`config.mk`:
```
export PLATFORM = sky130hd
export DESIGN_NAME = control_sequencer
export DESIGN_NICKNAME = d
export VERILOG_FILES = /design/src/rtl/cpu_defs_pkg.sv /design/src/rtl/control_decode.sv /design/src/rtl/control_sequencer_checker.sv /design/src/rtl/control_sequencer.sv
export SDC_FILE = /design/constraint.sdc
export NUM_CORES = 1
export LEC_CHECK = 0
export ABC_AREA = 1
export BUFFER_PORTS_ARGS = -buffer_cell sky130_fd_sc_hd__buf_4
export CAP_MARGIN = 20
export CORE_ASPECT_RATIO = 1.5
export CORE_UTILIZATION = 51
export DETAILED_ROUTE_END_ITERATION = 8
export PLACE_DENSITY_LB_ADDON = 0.3
export REMOVE_ABC_BUFFERS = 1
export SETUP_SLACK_MARGIN = 0.4
export SLEW_MARGIN = 20
export SYNTH_ARGS = -nofsm -noshare
export SYNTH_HDL_FRONTEND = slang
export SYNTH_SLANG_ARGS = --single-unit
```
`constraint.sdc`:
```
create_clock -name clk -period 2.55 [get_ports clk]
set_input_delay 0.51 -clock clk [delete_from_list [all_inputs] [get_ports clk]]
set_output_delay 0.51 -clock clk [all_outputs]
set_load 0.005 [all_outputs]
```
`src/rtl/cpu_defs_pkg.sv`:
```
// Shared CPU control definitions: opcodes, T-step state encoding and the
// control strobe bundle produced by the decoder.
package cpu_defs_pkg;

  localparam logic [4:0] OP_ADD = 5'b00011;

  localparam logic [4:0] LD      = 5'b00000;
  localparam logic [4:0] LDI     = 5'b00001;
  localparam logic [4:0] ST      = 5'b00010;
  localparam logic [4:0] ADD     = 5'b00011;
  localparam logic [4:0] SUB     = 5'b00100;
  localparam logic [4:0] ALU_AND = 5'b00101;
  localparam logic [4:0] ALU_OR  = 5'b00110;
  localparam logic [4:0] ROR     = 5'b00111;
  localparam logic [4:0] ROL     = 5'b01000;
  localparam logic [4:0] SHR     = 5'b01001;
  localparam logic [4:0] SHRA    = 5'b01010;
  localparam logic [4:0] SHL     = 5'b01011;
  localparam logic [4:0] ADDI    = 5'b01100;
  localparam logic [4:0] ANDI    = 5'b01101;
  localparam logic [4:0] ORI     = 5'b01110;
  localparam logic [4:0] DIV     = 5'b01111;
  localparam logic [4:0] MUL     = 5'b10000;
  localparam logic [4:0] MFHI    = 5'b11000;
  localparam logic [4:0] MFLO    = 5'b11001;
  localparam logic [4:0] NOP     = 5'b11010;
  localparam logic [4:0] HALT    = 5'b11011;

  typedef enum logic [3:0] {
    S_T0   = 4'd0,
    S_T1   = 4'd1,
    S_T2   = 4'd2,
    S_T3   = 4'd3,
    S_T4   = 4'd4,
    S_T5   = 4'd5,
    S_T6   = 4'd6,
    S_T7   = 4'd7,
    S_HALT = 4'd8
  } state_t;

  typedef struct packed {
    logic       pc_out;
    logic       zhigh_out;
    logic       zlow_out;
    logic       hi_out;
    logic       lo_out;
    logic       mdr_out;
    logic       c_out;
    logic       ba_out;
    logic       gra;
    logic       grb;
    logic       grc;
    logic       r_in;
    logic       r_out;
    logic       mar_in;
    logic       pc_in;
    logic       mdr_in;
    logic       ir_in;
    logic       y_in;
    logic       hi_in;
    logic       lo_in;
    logic       zhi_in;
    logic       zlo_in;
    logic       inc_pc;
    logic       read;
    logic       write;
    logic [4:0] operation;
    logic       illegal_op;
  } ctl_t;

  function automatic logic is_r_alu(input logic [4:0] op);
    return op inside {ADD, SUB, ALU_AND, ALU_OR, ROR, ROL, SHR, SHRA, SHL};
  endfunction

  function automatic logic is_i_alu(input logic [4:0] op);
    return op inside {ADDI, ANDI, ORI};
  endfunction

  // Opcodes that form a base+displacement value in T3/T4.
  function automatic logic is_addr_op(input logic [4:0] op);
    return op inside {LD, LDI, ST};
  endfunction

  function automatic logic is_muldiv(input logic [4:0] op);
    return op inside {DIV, MUL};
  endfunction

endpackage

```
`src/rtl/control_decode.sv`:
```
// Moore decode of T-step state plus latched opcode into the datapath
// control strobe bundle.
module control_decode
  import cpu_defs_pkg::*;
(
  input  state_t     state,
  input  logic [4:0] op,
  output ctl_t       ctl
);

  // Strobe mapping for every state; anything not named stays low.
  always_comb begin
    ctl = '0;
    case (state)
      S_T0: begin
        ctl.pc_out = 1'b1; ctl.mar_in = 1'b1; ctl.inc_pc = 1'b1; ctl.zlo_in = 1'b1;
      end
      S_T1: begin
        ctl.zlow_out = 1'b1; ctl.pc_in = 1'b1; ctl.read = 1'b1; ctl.mdr_in = 1'b1;
      end
      S_T2: begin
        ctl.mdr_out = 1'b1; ctl.ir_in = 1'b1;
      end
      S_T3: begin
        if (is_r_alu(op) || is_i_alu(op)) begin
          ctl.grb = 1'b1; ctl.r_out = 1'b1; ctl.y_in = 1'b1;
        end else if (is_addr_op(op)) begin
          ctl.grb = 1'b1; ctl.ba_out = 1'b1; ctl.y_in = 1'b1;
        end else if (is_muldiv(op)) begin
          ctl.gra = 1'b1; ctl.r_out = 1'b1; ctl.y_in = 1'b1;
        end else if (op == MFHI) begin
          ctl.hi_out = 1'b1; ctl.gra = 1'b1; ctl.r_in = 1'b1;
        end else if (op == MFLO) begin
          ctl.lo_out = 1'b1; ctl.gra = 1'b1; ctl.r_in = 1'b1;
        end else if (op == NOP || op == HALT) begin
          ctl.illegal_op = 1'b0;
        end else begin
          ctl.illegal_op = 1'b1;
        end
      end
      S_T4: begin
        if (is_r_alu(op)) begin
          ctl.grc = 1'b1; ctl.r_out = 1'b1; ctl.operation = op; ctl.zlo_in = 1'b1;
        end else if (is_i_alu(op)) begin
          ctl.c_out = 1'b1; ctl.operation = op; ctl.zlo_in = 1'b1;
        end else if (is_addr_op(op)) begin
          ctl.c_out = 1'b1; ctl.operation = OP_ADD; ctl.zlo_in = 1'b1;
        end else if (is_muldiv(op)) begin
          ctl.grb = 1'b1; ctl.r_out = 1'b1; ctl.operation = op;
          ctl.zlo_in = 1'b1; ctl.zhi_in = 1'b1;
        end else begin
          ctl.operation = 5'b00000;
        end
      end
      S_T5: begin
        if (is_r_alu(op) || is_i_alu(op) || op == LDI) begin
          ctl.zlow_out = 1'b1; ctl.gra = 1'b1; ctl.r_in = 1'b1;
        end else if (op == LD || op == ST) begin
          ctl.zlow_out = 1'b1; ctl.mar_in = 1'b1;
        end else if (is_muldiv(op)) begin
          ctl.zlow_out = 1'b1; ctl.lo_in = 1'b1;
        end else begin
          ctl.zlow_out = 1'b0;
        end
      end
      S_T6: begin
        if (op == LD) begin
          ctl.read = 1'b1; ctl.mdr_in = 1'b1;
        end else if (op == ST) begin
          ctl.gra = 1'b1; ctl.r_out = 1'b1; ctl.mdr_in = 1'b1;
        end else if (is_muldiv(op)) begin
          ctl.zhigh_out = 1'b1; ctl.hi_in = 1'b1;
        end else begin
          ctl.read = 1'b0;
        end
      end
      S_T7: begin
        if (op == LD) begin
          ctl.mdr_out = 1'b1; ctl.gra = 1'b1; ctl.r_in = 1'b1;
        end else if (op == ST) begin
          ctl.write = 1'b1;
        end else begin
          ctl.write = 1'b0;
        end
      end
      default: ctl = '0;
    endcase
  end

endmodule

```
`src/rtl/control_sequencer_checker.sv`:
```
// Invariant checks on the sequencer outputs: the shared bus has at most one
// driver in any cycle.
module control_sequencer_checker (
  input logic       clk,
  input logic       clr,
  input logic [7:0] bus_sel
);

  a_bus_onehot0: assert property (@(posedge clk) disable iff (!clr) $onehot0(bus_sel));

endmodule

```
`src/rtl/control_sequencer.sv`:
```
// Hardwired fetch/decode/execute sequencer: T-step FSM, opcode latch and
// memory-wait watchdog driving the datapath control lines.
module control_sequencer
  import cpu_defs_pkg::*;
#(
  parameter int MEM_WAIT_MAX = 15
) (
  input  logic       clk,
  input  logic       clr,
  input  logic [4:0] ir_op,
  input  logic       mem_rdy,
  output logic       PCout,
  output logic       ZHighout,
  output logic       Zlowout,
  output logic       HIout,
  output logic       LOout,
  output logic       MDRout,
  output logic       Cout,
  output logic       BAout,
  output logic       Gra,
  output logic       Grb,
  output logic       Grc,
  output logic       Rin,
  output logic       Rout,
  output logic       MARin,
  output logic       PCin,
  output logic       MDRin,
  output logic       IRin,
  output logic       Yin,
  output logic       HIin,
  output logic       LOin,
  output logic       ZHIin,
  output logic       ZLOin,
  output logic       IncPC,
  output logic       Read,
  output logic       Write,
  output logic [4:0] operation,
  output logic       run,
  output logic       mem_err,
  output logic       illegal_op
);

  localparam int CW = $clog2(MEM_WAIT_MAX + 1);

  state_t          state_r;
  state_t          nxt_s;
  state_t          state_s;
  logic [4:0]      op_r;
  logic [CW-1:0]   wait_cnt_r;
  logic            mem_err_r;
  logic            wait_s;
  logic            timeout_s;
  ctl_t            ctl_s;

  control_decode u_decode (
    .state (state_r),
    .op    (op_r),
    .ctl   (ctl_s)
  );

  // Read/Write strobes mark exactly the states that stall on memory.
  assign wait_s    = ctl_s.read | ctl_s.write;
  assign timeout_s = wait_s & ~mem_rdy & (wait_cnt_r == CW'(MEM_WAIT_MAX));

  // Step sequencing assuming the current access (if any) completes.
  always_comb begin
    nxt_s = S_T0;
    case (state_r)
      S_T0: nxt_s = S_T1;
      S_T1: nxt_s = S_T2;
      S_T2: nxt_s = S_T3;
      S_T3: begin
        if (op_r == HALT) begin
          nxt_s = S_HALT;
        end else if (is_r_alu(op_r) || is_i_alu(op_r) || is_addr_op(op_r) || is_muldiv(op_r)) begin
          nxt_s = S_T4;
        end else begin
          nxt_s = S_T0;
        end
      end
      S_T4: nxt_s = S_T5;
      S_T5: begin
        if (op_r == LD || op_r == ST || is_muldiv(op_r)) begin
          nxt_s = S_T6;
        end else begin
          nxt_s = S_T0;
        end
      end
      S_T6: begin
        if (op_r == LD || op_r == ST) begin
          nxt_s = S_T7;
        end else begin
          nxt_s = S_T0;
        end
      end
      S_T7:   nxt_s = S_T0;
      S_HALT: nxt_s = S_HALT;
      default: nxt_s = S_T0;
    endcase
  end

  // Memory stall overrides sequencing; a ready on the limit cycle still wins.
  always_comb begin
    state_s = nxt_s;
    if (wait_s && !mem_rdy) begin
      state_s = timeout_s ? S_HALT : state_r;
    end else begin
      state_s = nxt_s;
    end
  end

  // State, opcode latch, wait counter and sticky bus error.
  always_ff @(posedge clk) begin
    if (!clr) begin
      state_r    <= S_T0;
      op_r       <= 5'b00000;
      wait_cnt_r <= '0;
      mem_err_r  <= 1'b0;
    end else begin
      state_r <= state_s;
      if (state_r == S_T2) begin
        op_r <= ir_op;
      end
      if (wait_s && !mem_rdy && !timeout_s) begin
        wait_cnt_r <= wait_cnt_r + CW'(1);
      end else begin
        wait_cnt_r <= '0;
      end
      if (timeout_s) begin
        mem_err_r <= 1'b1;
      end
    end
  end

  assign PCout      = ctl_s.pc_out;
  assign ZHighout   = ctl_s.zhigh_out;
  assign Zlowout    = ctl_s.zlow_out;
  assign HIout      = ctl_s.hi_out;
  assign LOout      = ctl_s.lo_out;
  assign MDRout     = ctl_s.mdr_out;
  assign Cout       = ctl_s.c_out;
  assign BAout      = ctl_s.ba_out;
  assign Gra        = ctl_s.gra;
  assign Grb        = ctl_s.grb;
  assign Grc        = ctl_s.grc;
  assign Rin        = ctl_s.r_in;
  assign Rout       = ctl_s.r_out;
  assign MARin      = ctl_s.mar_in;
  assign PCin       = ctl_s.pc_in;
  assign MDRin      = ctl_s.mdr_in;
  assign IRin       = ctl_s.ir_in;
  assign Yin        = ctl_s.y_in;
  assign HIin       = ctl_s.hi_in;
  assign LOin       = ctl_s.lo_in;
  assign ZHIin      = ctl_s.zhi_in;
  assign ZLOin      = ctl_s.zlo_in;
  assign IncPC      = ctl_s.inc_pc;
  assign Read       = ctl_s.read;
  assign Write      = ctl_s.write;
  assign operation  = ctl_s.operation;
  assign illegal_op = ctl_s.illegal_op;
  assign run        = (state_r != S_HALT);
  assign mem_err    = mem_err_r;

  control_sequencer_checker u_checker (
    .clk     (clk),
    .clr     (clr),
    .bus_sel ({ctl_s.pc_out, ctl_s.zhigh_out, ctl_s.zlow_out, ctl_s.hi_out,
               ctl_s.lo_out, ctl_s.mdr_out, ctl_s.c_out, ctl_s.ba_out})
  );

endmodule

```
## Word-level counts from Yosys, hierarchy flattened

Cells that the tools add are included.

| cells by class | value |
|---|---|
| add/subtract/negate cells | 1 |
| equality and inequality tests | 31 |
| muxes and demuxes | 87 |
| bitwise gates (word level) | 4 |
| reduce and logical (&&, ||, !) cells | 18 |

Operator list:

| operator | number |
|---|---|
| $mux W1 | 58 |
| $eq A5 B4 Y1 const B | 8 |
| $pmux W4 S8 | 1 |
| $eq A5 B5 Y1 const B | 5 |
| $mux W5 | 5 |
| $eq A5 B3 Y1 const B | 4 |
| $eq A4 B3 Y1 const B | 4 |
| $mux W2 | 7 |
| $pmux W1 S2 | 7 |
| $mux W4 | 3 |
| $eq A5 B2 Y1 const B | 2 |
| $mux W3 | 3 |
| $reduce_bool A9 Y1 | 1 |
| $eq A4 B2 Y1 const B | 2 |
| $eq A4 B4 Y1 const B | 2 |
| $logic_or A1 B1 Y1 | 7 |
| $pmux W1 S3 | 2 |
| $reduce_bool A3 Y1 | 2 |
| $eq A5 B1 Y1 const B | 1 |
| $logic_not A5 Y1 | 1 |
| $add A4 B1 Y4 const B | 1 |
| $eq A4 B1 Y1 const B | 1 |
| $logic_not A4 Y1 | 1 |
| $ne A4 B4 Y1 const B | 1 |
| other kinds (9) | 12 |

| storage, ports and cells | value |
|---|---|
| bits in registers | 14 |
| bits of input ports | 8 |
| output and inout bits | 33 |
| word-level logic and storage cells | 145 |

## Depth between registers and ports, before layout

Gate-level depths: netlist of the first run.

| depth | value |
|---|---|
| word-level depth | 10 |
| mapped depth | 9 |
| mapped depth without buffers | 9 |

## Cells and area by module

From an unflattened synthesis of the first run, not the netlist that was laid out.

| unflattened totals | value |
|---|---|
| cells, all modules | 207 |
| area total of the unflattened synthesis | 1,209.9 sq um |

By module, submodules not included:

| module | times used | cells an instance | area an instance (sq um) | seq. area each (sq um) |
|---|---|---|---|---|
| control_sequencer | 1 | 106 | 706.9 | 280.3 |
| control_decode | 1 | 101 | 503.0 | 0.0 |

## Least setup slack after synthesis of the first run

Ideal clock, no wire load.

| timing path | value |
|---|---|
| path type | register -> output |
| from | reg op_r[3] |
| to | out ZHighout |
| data arrival time | 1.062 ns |
| required time | 2.040 ns |
| path slack | 0.978 ns |
| stages on the path, launching flop included | 8 |
| path buffers | 1 |
| cells stage by stage | dfxtp_1 nand2_1 nor2_2 nand2_1 nand2_2 inv_2 nor2_1 buf_4 |

| between the ends | value |
|---|---|
| cells in the longest elaborated chain, start to end | 6 |
| elaborated cells between the ends (all ways) | 9 |
| those cells by class | 3 x eq/ne; 4 x mux; 2 x reduce/logical |

Ends and longest elaborated chain:

| what | line | source |
|---|---|---|
| start: declaration | control_sequencer.sv:48 | `logic [4:0] op_r;` |
| start signal: assignment | control_sequencer.sv:122 | `op_r <= ir_op;` |
| $eq A5 B4 Y1 or $eq A5 B5 Y1 (tied branches) | cpu_defs_pkg.sv:85 | `return op inside {DIV, MUL};` |
| $reduce_bool A2 Y1 | cpu_defs_pkg.sv:85 |  |
| $mux W1 (2 in series) | n/a |  |
| $mux W1 * (2 in series) | n/a |  |
| end: declaration | control_sequencer.sv:13 | `output logic ZHighout,` |

Every way passes the cells marked *; elsewhere a longest branch is shown, timed or not.

## Final worst setup path of the first run

| timing path | value |
|---|---|
| from | reg op_r[4] |
| to | out Gra |

| between the ends | value |
|---|---|
| cells in the longest elaborated chain, start to end | 7 |
| elaborated cells between the ends (all ways) | 35 |
| those cells by class | 18 x eq/ne; 10 x mux; 7 x reduce/logical |

Ends and longest elaborated chain:

| what | line | source |
|---|---|---|
| $eq A5 B5 Y1 | control_decode.sv:33 | `end else if (op == MFLO) begin` |
| $mux W1 | control_decode.sv:33 |  |
| $mux W1 | control_decode.sv:31 | `end else if (op == MFHI) begin` |
| $mux W1 | control_decode.sv:29 | `end else if (is_muldiv(op)) begin` |
| $mux W1 | control_decode.sv:27 | `end else if (is_addr_op(op)) begin` |
| $mux W2 | control_decode.sv:25 | `if (is_r_alu(op) \|\| is_i_alu(op)) begin` |
| $pmux W1 S4 * | control_decode.sv:14 | `case (state)` |
| end: declaration | control_sequencer.sv:20 | `output logic Gra,` |

Marks and branches as above.

==> results.md, run 1 <==
- Master of the slowest instance on the critical path: dfxtp_1
- Slew HR: 0.765
- Min-delay worst type: reg2reg
- Clock power share: 0.110
- Worst r2r dst: state_r[0]
- Total negative slack: 0 ns
- Pre-CTS WS: 0.635 ns
- Hold Slack: 0.447 ns
- Leak: 0.713 nW
- Wirelength per Cell: 13.5 um
- Mapped Avg Cell Area: 6.21 um^2
- Die extent in x: 38.3 um
- Design area: 1430 um^2
- Initial Util: 0.543
- Global route overflow: 0
- Post-Place Cell Area: 1300 um^2
- Register area share after synthesis: 0.279
- Setup slack after layout: 0.401 ns
- Antenna viol nets, final: 0
- Final Max Slew Viols: 0
- Synth warn: 0
- Area of the die: 2160 um^2
- Share of the synthesized area in the top cell type: 0.279
- Synthesized netlist cell count: 162
- Worst vdd rail ir drop: 0.661 mV
- DRC Markers: 0
- Outcome: finished clean
- Worst slew pin tran: 0.350 ns
- Max cap viols: 0
- NetSw: 0.000689 W
- Critical Path Max Stage Delay: 0.47 ns
- CP cell instances: inv_2 -> nand3_1 -> nor2_4 -> nand2_1 -> nand2_1 -> nand3b_1 -> buf_4
- Largest area contributor in the netlist: dfxtp_1
- # setup viols final: 0
- I/O pin cnt: 41
- Gate power share: 0.640
- Reg clk slew, reported paths: 0.08 ns
- Rows: 19
- CP Class: reg2out
- CTS tree: built
- Critical Path Source: op_r[4]
- Global Route Usage Sum: 0.304
- # H-tree levels: 1
- CP endpoint kind: output port
- First-pass GRT wire length: 4.93 mm
- Routed WL: 3.06 mm
- Core area: 1850 um^2
- Share of cells above drive strength 1: 0.403
- CP top delay family: simple AND/OR/NAND/NOR gates
- Drt first pass iters: 4
- Ant. Diodes: 0
- Min cycle time layout: 2.15 ns
- CP Max Fanout: 8
- GPL Wtd Cong: 0.929
- Vias in the first global route: 1227
- Worst r2r path cells: 7
- CTS Hold Buffers Added: 0
- Vias per inst: 5.50
- Startpoint Class: flip-flop
- Clk Latency, worst-skew pair: 0.28 ns
- Post-DP HPWL: 2.35 mm
- PD cells: 1010 nW/um^2
- Chip height: 56.4 um
- CP Buf/Inv Count: 2
- CP endpoint: Gra
- Post-layout net count: 216
- Max frequency: 465 MHz
- Internal Power: 0.000750 W
- Worst endpoint required time: 2.04 ns
- Number of I/O port buffers: 40
- Final hold vios: 0
- Final Util: 0.769
- Root buf cell: clkbuf_4
- Most used cell along the critical path: nand2_1
- Crit path DAT: 1.64 ns
- Largest net degree at the start of global routing: 13
- Reg-to-Reg Start: op_r[4]
- RSZ-0062 raised after global routing: yes
- Largest cells by area after synthesis: dfxtp_1 28%, nand2_1 10%, nor2_1 8.6%, inv_1 7.8%, nand3_1 6.5%
- Clock Skew: 0.00291 ns
- Count of cell types in the netlist: 26
- Synth Cell Area: 1010 um^2
- Clock Sink Count: 14
- Worst-case clock buffer depth: 2
- Stages on the worst setup path: 7
- Antenna violations before repair: 0
- Final Cycle Share: 0.843
- Vias: 1249
- Sequential power share: 0.250
- Sw frac: 0.479
- Hold Startpoint: wait_cnt_r[0]
- Yosys reg bits: 14
- Initial DRC count: 35
- Syn-to-layout area delta: 41.7%
- Num CTS Buffers: 3
- R2R Setup Slk: 1.14 ns
==> final cells by class <==
type                    count  area, um^2
multi-input cells         117         633
fillers                   143         429
repair buffers             44         330
flip-flops and latches     14         293
inverters                  27         106
clock buffers               4        36.3
well taps                  21        26.3
==> synthesized netlist by cell type <==
library cell,count
xnor2_1,1
buf_4,2
nand3_1,13
nand4_4,1
nor2_4,1
nor2_2,6
ha_1,1
o21ai_1,5
o211ai_1,1
dfxtp_1,14
nand2_2,4
buf_2,1
nor4_1,1
inv_1,21
nor2_1,23
xor2_1,1
a21oi_1,11
o21ai_0,11
nor3_2,1
nand3b_1,2
nand3_2,1
nor3_1,5
buf_6,1
nand2_1,27
nand4_1,1
inv_2,6
==> what timing repair did <==
item,in CTS,in global routing
buffers inserted,1,3
pin swaps,1,8
cloned,0,0
setup endpoints to repair,5,12
resized for setup,0,26
==> kinds of logic after synthesis <==
family / share of synthesized area
flip-flops: 0.279
adder cells (fa/ha/maj): 0.0124
AO/OA/AOI/OAI: 0.142
buffers and inverters: 0.132
XOR/XNOR: 0.0174
AND/OR/NAND/NOR: 0.418
==> power groups by stage <==
stage / sequential, W / clock, W / combinational [W]
2_1_floorplan: 0.000324 / 0 / 0.000489
6_report: 0.000360 / 0.000158 / 0.000921
5_1_grt: 0.000369 / 0.000169 / 0.00101
4_1_cts: 0.000333 / 0.000161 / 0.000835
3_5_place_dp: 0.000338 / 0 / 0.000819
3_3_place_gp: 0.000331 / 0 / 0.000797
==> per-layer routing <==
layer | vias up | wire [um] | global-route usage
met1 | 571 | 1080 | 0.306
met4 | 0 | 88 | 0.168
met2 | 58 | 1760 | 0.550
li1 | 609 | - | -
met5 | - | 0 | 0
met3 | 11 | 130 | 0.0435
==> metrics by stage <==
step	instances	total power, W
2_1_floorplan	158	0.000813
3_3_place_gp	219	0.00113
3_5_place_dp	219	0.00116
4_1_cts	224	0.00133
5_1_grt	227	0.00155
6_report	227	0.00144
==> placed cells by master (no fill, tap or decap), drive strengths merged <==
cell type	count
ha	1
o21ai	16
nand2	31
nor4	1
nand4	2
buf	44
nand3	14
o211ai	1
dfxtp	14
a21oi	11
nor2	30
clkbuf	4
xor2	1
nand3b	2
nor3	6
inv	27
xnor2	1
==> flip-flops by register name, summed over array words and instances, names as in the netlist <==
signal      flops
mem_err         1
state_r         4
op_r            5
wait_cnt_r      4
==> worst min-delay path by stage <==
stage	to	slack [ns]	cells past startpoint
CTS	wait_cnt_r[0]	0.45	1
finish	wait_cnt_r[0]	0.45	1
floorplan	wait_cnt_r[0]	0.42	1
global route	wait_cnt_r[0]	0.48	1
global placement	wait_cnt_r[0]	0.43	1
detailed placement	wait_cnt_r[0]	0.44	1
Power figures use the tool's default switching activity.
==> run 2: changes to the inputs <==
ABC_AREA = 0   (was 1)
CORE_UTILIZATION = 49   (was 51)
clock period = 2.2 ns   (was 2.55 ns; I/O delays follow)
==> results.md, run 2 <==
- Outcome: aborted with a tool error
- Last stage reached: global routing
- Tool error: [ERROR DPL-0038] Utilization greater than 100%, impossible to legalize
- Synth Flop Type: dfxtp_1
- Clock Sink Count: 14 (unchanged)
- Pre-CTS WS: 0.112 ns (-0.523 ns)
- Rows: 21 (+2)
- Synth warn: 0 (unchanged)
- Synthesized netlist cell count: 157 (-3.1%)
- GPL Wtd Cong: 0.867 (-6.7%)
- Share of the synthesized area in the top cell type: 0.246 (-0.0327)
- Count leader, synth: nand2_1
- Asr flop ratio synth: 0 (unchanged)
- Post-DP HPWL: 2.66 mm (+13%)
- Number of I/O port buffers: 40 (unchanged)
- Largest area contributor in the netlist: dfxtp_1
- Worst_ep kind: output port
- Count of cell types in the netlist: 47 (+81%)
- Largest net degree at the start of global routing: 12
- Die extent in x: 41.4 um (+8.2%)
- Register area share after synthesis: 0.246 (-0.0327)
- Post-synth top cells: 19 x nand2_1, 14 x dfxtp_1, 13 x clkbuf_1, 12 x nor2_1, 8 x nor3_1
- Grt repair worst endpoint: Rout
- Initial Util: 0.516 (-0.0261)
- Yosys reg bits: 14 (unchanged)
- # H-tree levels: 1 (unchanged)
- Largest cells by area after synthesis: dfxtp_1 25%, nand2_1 6.3%, clkbuf_1 4.3%, nor2_1 4.0%, o21a_1 4.0%
- I/O pin cnt: 41 (unchanged)
- Chip height: 61.1 um (+8.3%)
- Synth Cell Area: 1140 um^2 (+13%)
- Root buf cell: clkbuf_4
- Mapped Avg Cell Area: 7.26 um^2 (+17%)
- Num CTS Buffers: 3 (unchanged)
- EDFF count, synth: 0 (unchanged)
- Worst-case clock buffer depth: 2 (unchanged)
-- run 2: cell count changes after synthesis, moves of 4 or more --
cell	delta
a21boi_0	+5
o21ai_0	-7
o21ai_1	-5
o21a_1	+6
nand2_2	-4
a21oi_1	-4
nand3_1	-7
or4b_2	+4
clkbuf_1	+13
nor2_2	-6
nand2_1	-8
nor2_1	-11
inv_1	-15
inv_2	-6
-- run 2: what timing repair did --
item | in CTS
hold buffers | 0
cloned | 1
pin swaps | 17
setup endpoints to repair | 42
resized for setup | 64
setup buffers | 20
-- run 2: logic make-up after synthesis --
group	synth area share
adder cells (fa/ha/maj)	0.0110
flip-flops	0.246
AO/OA/AOI/OAI	0.243
AND/OR/NAND/NOR	0.370
XOR/XNOR	0.0307
multiplexers	0.0198
buffers and inverters	0.0801
-- run 2: stage by stage --
step / util / cell area (um^2) / hold slack [ns] / std cells
2_1_floorplan: - / 1070 / 0.428 / 141
4_1_cts: 0.891 / 1970 / 0.404 / 245
3_3_place_gp: 0.689 / 1520 / 0.445 / 220
3_5_place_dp: 0.689 / 1520 / 0.454 / 220
==> run 3: changes to the inputs <==
CORE_AREA = 2 2 63 65   (was default)
CORE_ASPECT_RATIO = default   (was 1.5)
CORE_UTILIZATION = default   (was 49)
DIE_AREA = 0 0 65 67   (was default)
PLACE_DENSITY_LB_ADDON = 0.15   (was 0.3)
SETUP_SLACK_MARGIN = default   (was 0.4)
==> results.md, run 3 <==
- Outcome: finished with violations
- Antenna viol nets, final: 0
- Hold Slack: 0.437 ns
- Synth Cell Area: 1140 um^2 (unchanged)
- Area of the die: 4360 um^2
- Post-synth top cells: 19 x nand2_1, 14 x dfxtp_1, 13 x clkbuf_1, 12 x nor2_1, 8 x nor3_1
- Wirelength per Cell: 13.4 um
- Total negative slack: -0.00831 ns
- Crit path DAT: 1.77 ns
- Worst vdd rail ir drop: 0.293 mV
- Setup slack after layout: -0.00831 ns
- Worst hold path depth: 3
- Max FFs per register: 5
- CTS Hold Buffers Added: 0 (unchanged)
- Leak: 0.771 nW
- Slew HR: 0.803
- CP endpoint kind: output port
- Largest cells by area after synthesis: dfxtp_1 25%, nand2_1 6.3%, clkbuf_1 4.3%, nor2_1 4.0%, o21a_1 4.0%
- Drt first pass iters: 4
- Asr flop ratio synth: 0 (unchanged)
- Post-DP HPWL: 2.63 mm (-1.1%)
- Master of the slowest instance on the critical path: or4bb_4
- Largest area contributor in the netlist: dfxtp_1
- DRC Markers: 0
- Global route overflow: 0
- Vias per inst: 5.21
- # H-tree levels: 1 (unchanged)
- Count of cell types in the netlist: 47 (unchanged)
- Vias in the first global route: 1215
- Commonest non-fill, non-tap cell in the layout: buf_4
- Reg area: 297 um^2
- Initial DRC count: 79
- Top reg by flops: op_r
- Clk Latency, worst-skew pair: 0.25 ns
- Register area share after synthesis: 0.246 (unchanged)
- Count leader, synth: nand2_1
- # setup viols final: 1
- Num CTS Buffers: 3 (unchanged)
- Hold Startpoint: ir_op[1]
- Reg clk slew, reported paths: 0.06 ns
- CTS tree: built
- Most frequent cells in the layout: 62 x buf_4, 19 x nand2_1, 11 x nor2_1
- Synth warn: 0 (unchanged)
- I/O pin cnt: 41 (unchanged)
- Root buf cell: clkbuf_8
- Clock Skew: 0.00422 ns
- Final hold vios: 0
- Reg-to-Reg Start: op_r[3]
- CP cell instances: or4bb_4 -> or3_4 -> o211ai_1 -> buf_4
- Synthesized netlist cell count: 157 (unchanged)
- Chip height: 67 um (+9.7%)
- Startpoint Class: flip-flop
- Global Route Usage Sum: 0.172
- Fillers: 371
- Post-layout net count: 218
- Worst-case clock buffer depth: 2 (unchanged)
- Pre-CTS WS: 0.0913 ns (-0.0203 ns)
- Footprint of the multi-input gates: 832 um^2
- Worst slew pin tran: 0.293 ns
- Critical Path Max Stage Delay: 0.54 ns
- Yosys reg bits: 14 (unchanged)
- CP Max Fanout: 15
- Power Total: 0.000943 W
- EDFF count, synth: 0 (unchanged)
- Worst r2r dst: state_r[0]
- PD cells: 541 nW/um^2
- Share of the synthesized area in the top cell type: 0.246 (unchanged)
- CP Buf/Inv Count: 1
- Final Max Slew Viols: 0
- Initial Util: 0.316 (-0.200)
- Design area: 1740 um^2
- Die extent in x: 65 um (+57%)
- Share of cells above drive strength 1: 0.462
- CP Class: reg2out
- Max frequency: 453 MHz
- Largest net degree at the start of global routing: 16
- Biggest regs: op_r (5), state_r (4), wait_cnt_r (4)
- Synth Flop Type: dfxtp_1
- Clock Sink Count: 14 (unchanged)
- Post-Place Cell Area: 1570 um^2 (+3.0%)
- Worst endpoint required time: 1.76 ns
- Rows: 22 (+4.8%)
- Max cap viols: 0
- Min cycle time layout: 2.21 ns
- Min-delay worst type: in2reg
- Number of I/O port buffers: 40 (unchanged)
- CP top delay family: simple AND/OR/NAND/NOR gates
- Vias: 1333
- R2R Setup Slk: 0.11 ns
- Routed WL: 3.42 mm
- Hold Path End: op_r[1]
- GPL Wtd Cong: 0.835 (-3.7%)
- Worst r2r path cells: 5
- Core area: 3610 um^2
- RSZ-0062 raised after global routing: yes
- Antenna violations before repair: 0
- Final Cycle Share: 1.00
- Ant. Diodes: 0
- Syn-to-layout area delta: 52.9%
- Mapped Avg Cell Area: 7.26 um^2 (unchanged)
- First-pass GRT wire length: 5.82 mm
- Failing checks: negative setup slack
run 3: cell counts after synthesis:
Identical to the previous run, type by type.
run 3: area by class of cell:
class | count | share of cell area
Timing Repair Buffer | 63 | 0.274
Inverter | 6 | 0.0129
Sequential cell | 14 | 0.170
Tap cell | 48 | 0.0345
Multi-Input combinational cell | 121 | 0.477
Clock buffer | 4 | 0.0316
run 3: logic make-up (layout without fill, tap and decap cells):
group	Yosys count	after routing	synth area share
flops	14	14	0.246
compound gates	39	39	0.243
xor+xnor	4	4	0.0307
mux	2	2	0.0198
buf+inv	22	73	0.0801
fa+ha+maj	1	1	0.0110
simple gates	75	75	0.370
run 3: stage by stage:
step / instances / utilization
6_report: 256 / 0.483
5_1_grt: 256 / 0.483
4_1_cts: 255 / 0.471
3_5_place_dp: 247 / 0.434
3_3_place_gp: 247 / 0.434
2_1_floorplan: 141 / -
run 3: worst max path at each step:
stage	depth (start not counted)	to	slack [ns]	start
after floorplan	4	state_r[0]	0.13	op_r[3]
after global placement	4	Gra	0.10	op_r[3]
after detailed placement	4	Read	0.09	op_r[3]
after CTS	4	Gra	-0.02	op_r[3]
after global routing	4	Rout	-0.05	op_r[3]
final	4	Gra	-0.008	state_r[0]
run 3: routing by layer:
metal	wire (um)	vias to the layer above	global-route usage
met5	0	-	0
met3	245	5	0.0270
met1	1540	606	0.227
met4	51	0	0.0691
met2	1580	48	0.280
li1	-	674	-
run 3: worst min-delay path, delay by kind of cell:
family / cells / cell delay, ns
buffers and inverters: 1 / 0.11
and+or+nand+nor: 1 / 0.04
AOI/OAI and AO/OA: 1 / 0.06
run 3: what timing repair did:
item / in CTS / in global routing
endpoints found under the setup margin: 13 / 7
setup buffers: 4 / 1
gates resized for setup: 17 / 9
pin swaps: 4 / 1
run 3: power by group:
part           internal (W)  leakage (nW)  switching (W)  total [W]
Clock              0.000159        0.0288      0.0000965   0.000255
Sequential         0.000272         0.118      0.0000267   0.000298
Combinational      0.000207         0.624       0.000182   0.000389
Total              0.000638         0.771       0.000305   0.000943
